<file path="config.mk">
export PLATFORM = sky130hd
export DESIGN_NAME = alu_core_flat
export DESIGN_NICKNAME = d
export VERILOG_FILES = /design/src/rtl/cpu_types_pkg.sv /design/src/rtl/alu_if.sv /design/src/rtl/alu_shifter.sv /design/src/rtl/alu_core.sv /design/src/flat_wrapper.sv
export SDC_FILE = /design/constraint.sdc
export NUM_CORES = 1
export LEC_CHECK = 0
export CORE_MARGIN = 2
export CORE_UTILIZATION = 50
export CTS_BUF_LIST = sky130_fd_sc_hd__clkbuf_16
export CTS_CLUSTER_DIAMETER = 30
export DETAILED_ROUTE_END_ITERATION = 12
export PLACE_DENSITY_LB_ADDON = 0.1
export REMOVE_ABC_BUFFERS = 1
export SKIP_CTS_REPAIR_TIMING = 1
export SLEW_MARGIN = 20
export SYNTH_ARGS = -nofsm -noshare
export SYNTH_HDL_FRONTEND = slang
export SYNTH_SLANG_ARGS = --single-unit
export TNS_END_PERCENT = 30
</file>
<file path="constraint.sdc">
create_clock -name CLK -period 10.5 [get_ports CLK]
set_input_delay 2.1 -clock CLK [delete_from_list [all_inputs] [get_ports CLK]]
set_output_delay 2.1 -clock CLK [all_outputs]
set_load 0.02 [all_outputs]
</file>
<file path="src/rtl/cpu_types_pkg.sv">
// Shared CPU datapath types: machine word, ALU opcode encoding and widths.
package cpu_types_pkg;
   localparam int WORD_W  = 32;
   localparam int SHAMT_W = 5;

   typedef logic [WORD_W-1:0] word_t;

   typedef enum logic [3:0] {
      ALU_SLL  = 4'b0000,
      ALU_SRL  = 4'b0001,
      ALU_ADD  = 4'b0010,
      ALU_SUB  = 4'b0011,
      ALU_AND  = 4'b0100,
      ALU_OR   = 4'b0101,
      ALU_XOR  = 4'b0110,
      ALU_NOR  = 4'b0111,
      ALU_SLT  = 4'b1010,
      ALU_SLTU = 4'b1011
   } aluop_t;
endpackage

</file>
<file path="src/rtl/alu_if.sv">
// ALU connection bundle: operands and opcode in, result and flags out.
interface alu_if;
   import cpu_types_pkg::*;

   word_t  a;
   word_t  b;
   aluop_t op;
   word_t  out;
   logic   nf;
   logic   zf;
   logic   vf;
   logic   vf_sticky;

   modport alu (input a, b, op, output out, nf, zf, vf, vf_sticky);
   modport tb  (output a, b, op, input out, nf, zf, vf, vf_sticky);
endinterface

</file>
<file path="src/rtl/alu_shifter.sv">
// Logarithmic barrel shifter for SLL/SRL; right shifts are logical (zero fill).
module alu_shifter
   import cpu_types_pkg::*;
(
   input  word_t              val,
   input  logic [SHAMT_W-1:0] shamt,
   input  logic               dir_right,
   output word_t              res
);

   always_comb begin
      res = val;
      for (int i = 0; i < SHAMT_W; i++) begin
         if (shamt[i]) begin
            res = dir_right ? (res >> (2**i)) : (res << (2**i));
         end
      end
   end

endmodule

</file>
<file path="src/rtl/alu_core.sv">
// 32-bit EX-stage integer ALU with sticky signed-overflow status.
// Define ALU_OUTREG_EN to register out/nf/zf/vf (1-cycle latency).
module alu_core
   import cpu_types_pkg::*;
(
   input logic CLK,
   input logic nRST,
   alu_if.alu  aluif
);

   logic               sub_sel;
   logic               right_sel;
   logic signed [WORD_W-1:0] b_eff;
   logic [WORD_W:0]    sum_full;
   word_t              sum;
   logic               add_vf;
   logic               slt_bit;
   logic               sltu_bit;
   word_t              shift_res;
   word_t              res_p0;
   logic               vf_p0;
   logic               vf_use;
   logic               sticky_q;

   function automatic logic signed_ovf(input logic sa, input logic sb, input logic sr);
      return (sa == sb) && (sr != sa);
   endfunction

   // SUB and both compares share the adder as a + ~b + 1.
   assign sub_sel   = (aluif.op == ALU_SUB) || (aluif.op == ALU_SLT) || (aluif.op == ALU_SLTU);
   assign right_sel = (aluif.op == ALU_SRL);
   assign b_eff     = aluif.b ^ {WORD_W{sub_sel}};
   assign sum_full  = {1'b0, aluif.a} + {1'b0, b_eff} + {{WORD_W{1'b0}}, sub_sel};
   assign sum       = sum_full[WORD_W-1:0];
   assign add_vf    = signed_ovf(aluif.a[WORD_W-1], b_eff[WORD_W-1], sum[WORD_W-1]);
   // Exact compares: sign of the difference corrected by overflow; unsigned uses borrow.
   assign slt_bit   = sum[WORD_W-1] ^ add_vf;
   assign sltu_bit  = ~sum_full[WORD_W];

   alu_shifter u_shifter (
      .val       (aluif.a),
      .shamt     (aluif.b[SHAMT_W-1:0]),
      .dir_right (right_sel),
      .res       (shift_res)
   );

   always_comb begin
      res_p0 = '0;
      vf_p0  = 1'b0;
      case (aluif.op)
         ALU_SLL, ALU_SRL: res_p0 = shift_res;
         ALU_ADD, ALU_SUB: begin
            res_p0 = sum;
            vf_p0  = add_vf;
         end
         ALU_AND:  res_p0 = aluif.a & aluif.b;
         ALU_OR:   res_p0 = aluif.a | aluif.b;
         ALU_XOR:  res_p0 = aluif.a ^ aluif.b;
         ALU_NOR:  res_p0 = ~(aluif.a | aluif.b);
         ALU_SLT:  res_p0 = {{(WORD_W-1){1'b0}}, slt_bit};
         ALU_SLTU: res_p0 = {{(WORD_W-1){1'b0}}, sltu_bit};
         default:  res_p0 = '0;
      endcase
   end

`ifdef ALU_OUTREG_EN
   word_t out_p1;
   logic  nf_p1;
   logic  zf_p1;
   logic  vf_p1;

   // p0 -> p1: registered result and flags
   always_ff @(posedge CLK) begin
      if (!nRST) begin
         out_p1 <= '0;
         nf_p1  <= 1'b0;
         zf_p1  <= 1'b1;
         vf_p1  <= 1'b0;
      end else begin
         out_p1 <= res_p0;
         nf_p1  <= res_p0[WORD_W-1];
         zf_p1  <= (res_p0 == '0);
         vf_p1  <= vf_p0;
      end
   end

   assign aluif.out = out_p1;
   assign aluif.nf  = nf_p1;
   assign aluif.zf  = zf_p1;
   assign aluif.vf  = vf_p1;
   assign vf_use    = vf_p1;
`else
   assign aluif.out = res_p0;
   assign aluif.nf  = res_p0[WORD_W-1];
   assign aluif.zf  = (res_p0 == '0);
   assign aluif.vf  = vf_p0;
   assign vf_use    = vf_p0;
`endif

   always_ff @(posedge CLK) begin
      if (!nRST) begin
         sticky_q <= 1'b0;
      end else begin
         sticky_q <= sticky_q | vf_use;
      end
   end

   assign aluif.vf_sticky = sticky_q;

endmodule

</file>
<file path="src/flat_wrapper.sv">
// flat-port wrapper written by rule: the top's interface ports become plain ports
module alu_core_flat import cpu_types_pkg::*;
  (CLK, nRST, aluif_a, aluif_b, aluif_op, aluif_out, aluif_nf, aluif_zf, aluif_vf, aluif_vf_sticky);
  alu_if aluif_i ();
  input logic CLK;
  input logic nRST;
  input wire logic [$bits(aluif_i.a)-1:0] aluif_a;
  input wire logic [$bits(aluif_i.b)-1:0] aluif_b;
  input wire logic [$bits(aluif_i.op)-1:0] aluif_op;
  output wire logic [$bits(aluif_i.out)-1:0] aluif_out;
  output wire logic [$bits(aluif_i.nf)-1:0] aluif_nf;
  output wire logic [$bits(aluif_i.zf)-1:0] aluif_zf;
  output wire logic [$bits(aluif_i.vf)-1:0] aluif_vf;
  output wire logic [$bits(aluif_i.vf_sticky)-1:0] aluif_vf_sticky;
  assign aluif_i.a = aluif_a;
  assign aluif_i.b = aluif_b;
  assign aluif_i.op = aluif_op;
  assign aluif_out = aluif_i.out;
  assign aluif_nf = aluif_i.nf;
  assign aluif_zf = aluif_i.zf;
  assign aluif_vf = aluif_i.vf;
  assign aluif_vf_sticky = aluif_i.vf_sticky;
  alu_core u_core (.CLK(CLK), .nRST(nRST), .aluif(aluif_i));
endmodule
</file>
* Word level (Yosys, flattened, before mapping)
Index checks and enable logic that the tools add are counted.
Storage, ports and cells: bits in registers 1, bits of input ports 70, output and inout bits 36, word-level logic and storage cells 41
Cells by class: add/subtract/negate cells 2, equality and inequality tests 11, muxes and demuxes 12, bitwise gates (word level) 8, reduce and logical (&&, ||, !) cells 7
Operators with widths (count):
- $mux 32 | 10
- $pmux 32 s8 | 1
- $xor 32x32->32 | 2
- $add 32x32->33 | 1
- $add 33x1->33 | 1
- $and 32x32->32 | 1
- $logic_not 32->1 | 1
- $not 32->32 | 1
- $or 32x32->32 | 1
- $eq 4x3->1 const B | 4
- $eq 4x2->1 const B | 2
- $eq 4x4->1 const B | 2
- $eq 4x1->1 const B | 1
- $logic_not 4->1 | 1
- $reduce_or 2->1 | 2
- $logic_or 1x1->1 | 2
- $eq 1x1->1 | 1
- $logic_and 1x1->1 | 1
- $mux 1 | 1
- $ne 1x1->1 | 1
- $not 1->1 | 1
- $or 1x1->1 | 1
- $xor 1x1->1 | 1

* Depth between registers and ports, before layout
word-level depth 13, mapped depth 19, depth with buffers taken out 16

* By module
From an unflattened synthesis, not the netlist that was laid out.
Unflattened totals: cells, all modules 1328, area, all modules 9056.2 um^2
Modules (own cells, without submodules):
- alu_core | instances 1, cells an instance 688, area an instance 4873.4 um^2, sequential area each 20.0 um^2
- alu_shifter | instances 1, cells an instance 640, area an instance 4182.8 um^2, sequential area each 0.0 um^2

* Worst setup path after synthesis
OpenSTA, ideal clock, no wires.
path type in2out, start input aluif_b[1], end output aluif_zf, data arrival time 7.043 ns, data required time 8.400 ns, slack 1.357 ns, stages 19, path buffers 4, cells stage by stage buf_2 -> inv_1 -> clkbuf_1 -> clkbuf_1 -> buf_1 -> xnor2_1 -> inv_1 -> fa_1 -> nand2b_1 -> a21o_1 -> a21oi_1 -> xor2_1 -> a221o_1 -> a311o_1 -> or4_1 -> nor4_1 -> nand4_1 -> or4b_1 -> nor4_2
Between the ends: cells in the longest elaborated chain, start to end 9, elaborated cells on any way between the ends 20, those cells by class add/sub (2); eq/ne (1); mux (8); bitwise (7); reduce/logical (2)
RTL lines:
- start: declaration | line flat_wrapper.sv:8 | input wire logic [$bits(aluif_i.b)-1:0] aluif_b;
- branches (longest 7 deep; another with $add 32x32->33)
- $pmux 32 s8 * | line alu_core.sv:50 | case (aluif.op)
- via aluif_out[8] | line flat_wrapper.sv:10 | output wire logic [$bits(aluif_i.out)-1:0] aluif_out;
- $logic_not 32->1 * | line alu_core.sv:95 | assign aluif.zf = (res_p0 == '0);
- end: declaration | line flat_wrapper.sv:12 | output wire logic [$bits(aluif_i.zf)-1:0] aluif_zf;
Mark *: on every way through the listed nets, which the timed path passes.

* Final worst setup path
start input aluif_op[1], end output aluif_zf
Between the ends: cells in the longest elaborated chain, start to end 13, elaborated cells on any way between the ends 34, those cells by class add/sub (2); eq/ne (11); mux (11); bitwise (3); reduce/logical (7)
RTL lines:
- start: declaration | line flat_wrapper.sv:9 | input wire logic [$bits(aluif_i.op)-1:0] aluif_op;
- branches (longest 11 deep; another with $add 32x32->33)
- $pmux 32 s8 * | line alu_core.sv:50
- $logic_not 32->1 * | line alu_core.sv:95
Every way passes the cells marked *.

==> results.yml <==
status:
  status: "finished, final reports clean"
cells_and_area:
  nFillCells: 1795
  largest_reg_flops: 1
  final_common_cell: "nor2_1"
  fin_nets: 1565
  diodes: 0
  final_cell_mix: "nor2_1 (131), a21oi_1 (124), nand2_1 (116)"
  syn_to_final_growth_pct: 13.8
  drive_above_1_share: 0.0746
timing:
  post-route-period-util: 0.951
  tightest_slew_ns: 1.28
  relSlewSlack: 0.131
  setup_viol: 0
  setup-tns-final_ns: 0
  finClkSkew_ns: 0
  slew_violations: 0
  hold_viol_final: 0
  clock.fmax_mhz: 100
  setup_ws_ns: 0.511
  rsz0062_at_grt: "false"
  finalCriticalPeriod_ns: 9.99
placed_design:
  gp_congestion: 1.06
  post-place-ws_ns: 0.635
  dp.final_hpwl_um: 34700
  io_buffers: 105
worst_setup_path:
  path_max_fanout: 10
  timing.rr.end: "u_core.aluif.vf_sticky"
  crit_required_ns: 8.40
  rr_worst_depth: 1
  arrival_ns: 7.89
  regToRegSetupSlack_ns: 9.93
  worstReg2RegStart: "u_core.aluif.vf_sticky"
  critPathKind: "in2out"
  end_kind: "output pin"
  critPathLaunchType: "primary input"
detailed_routing:
  routed_wirelength_um: 45600
  antenna_left: 0
  dr.first_iter.drc_count: 1740
  routedWlPerCell_um: 28.1
  drt_first_pass_iters: 6
  num_vias: 12000
  drc_errors: 0
  viasPerCell: 7.40
synth:
  synth_edf_count: 0
  yosysUniqueCellTypes: 85
  yosysSeqAreaShare: 0.00222
  synth_cells: 1356
  synth_seq_cells: 1
  synthArstFlopShare: 0
  synth-warning-count: 0
  synth-main-ff-cell: "dfxtp_1"
  synth_area_sq_um: 9010
  syn_avg_cell_area_sq_um: 6.65
power:
  total_leakage_power_nw: 4.24
  p_comb_frac: 0.994
  clock_power_share: 0
  swShare: 0.621
  intPower_mw: 0.246
  seqPwrFrac: 0.006
  p_switching_mw: 0.403
  powerDensity_nw_per_um2: 63.2
  ir_drop_mv: 0.0385
hold_path:
  min_from: "u_core.aluif.vf_sticky"
  hold_depth: 1
  worst_hold_path.endpoint: "u_core.aluif.vf_sticky"
  hold_path.class: "reg2reg"
global_routing:
  overflow: 0
  antenna_found_initial: 0
  grt_max_degree: 68
  grt_pass1_wl_um: 67400
  gr-usage-all-layers: 0.448
  grt_pass1_vias: 10700
floorplanning:
  pin_count: 106
  core.rowCount: 49
  core_sq_um: 17800
  dieArea_sq_um: 19100
  die_y_um: 138
  start_util: 0.505
  die_w_um: 138
job:
  max_cap_violations: 0
cts:
  clk_latency_ns: 0
  clkTransAtPathRegs_ns: 0
## synth_stat cells (23+ instances only)
cell / count / share of area
ha_1: 97 / 0.13
nor3_1: 33 / 0.018
nand2_1: 116 / 0.048
inv_1: 75 / 0.031
a211oi_1: 37 / 0.031
clkbuf_1: 63 / 0.026
o21ai_0: 50 / 0.028
nor2_1: 132 / 0.055
nor2b_1: 24 / 0.017
o211ai_1: 26 / 0.022
a221oi_1: 41 / 0.040
a31oi_1: 33 / 0.023
buf_2: 28 / 0.016
nand3_1: 31 / 0.017
mux2i_1: 54 / 0.060
xnor2_1: 40 / 0.039
a21o_1: 23 / 0.019
a21oi_1: 124 / 0.069
## per-layer routing
metal | part of all wire | GRT usage
met1 | 0.38 | 0.595
met4 | 0.076 | 0.243
met5 | 0 | 0
met3 | 0.13 | 0.0779
met2 | 0.42 | 0.690
## per-stage QoR
stage	area, sq um	total power, mW	util	cells	hold slack [ns]
final	10300	0.648	0.575	1624	0.453
after global placement	10300	0.617	0.575	1624	0.448
after floorplan	8470	0.365	-	1236	0.593
after CTS	10300	0.624	0.575	1624	0.455
after detailed placement	10300	0.620	0.575	1624	0.462
after global routing	10300	0.681	0.575	1624	0.482
## final cells by class
class / count / area, sq um / area share
Multi-Input combinational cell: 1160 / 8180 / 0.798
Tap cell: 229 / 287 / 0.0279
Inverter: 75 / 282 / 0.0275
Timing Repair Buffer: 159 / 1480 / 0.145
Sequential cell: 1 / 20.0 / 0.00195
## worst max-delay path, stage by stage
cell	delay, ns
clkdlybuf4s50_1	0.61
nand2b_1	0.29
nor2_4	0.18
buf_4	0.23
xnor2_1	0.09
ha_1	0.37
nand4b_1	0.13
o31ai_1	0.45
nor2_1	0.19
o311ai_0	0.57
xor2_1	0.17
a221o_1	0.34
a311o_1	0.32
nor4_1	0.18
nand4_1	0.24
or4b_1	0.57
nor4_2	0.22
clkdlybuf4s50_1	0.64
## kinds of logic after synthesis
logic type	Yosys count	share of synthesized area
xor+xnor	49	0.0476
compound gates	503	0.390
buf+inv	195	0.0915
fa+ha+maj	98	0.137
flops	1	0.00222
simple gates	433	0.233
mux	77	0.0987
## power groups by stage
stage	Combinational [mW]	Sequential, mW	Clock [mW]
floorplan	0.361	0.00428	0
global placement	0.613	0.00409	0
detailed placement	0.616	0.00410	0
CTS	0.620	0.00409	0
global route	0.677	0.00413	0
finish	0.644	0.00409	0
## worst max path at each step
| stage | slack [ns] | endpoint | start |
|---|---|---|---|
| floorplan | 0.39 | aluif_zf | aluif_op[2] |
| global placement | 0.72 | aluif_zf | aluif_op[1] |
| detailed placement | 0.64 | aluif_zf | aluif_op[1] |
| CTS | 0.65 | aluif_zf | aluif_op[1] |
| global route | 0.27 | aluif_zf | aluif_op[1] |
| finish | 0.51 | aluif_zf | aluif_op[1] |
Note: power is estimated with default switching activity, not from simulation.
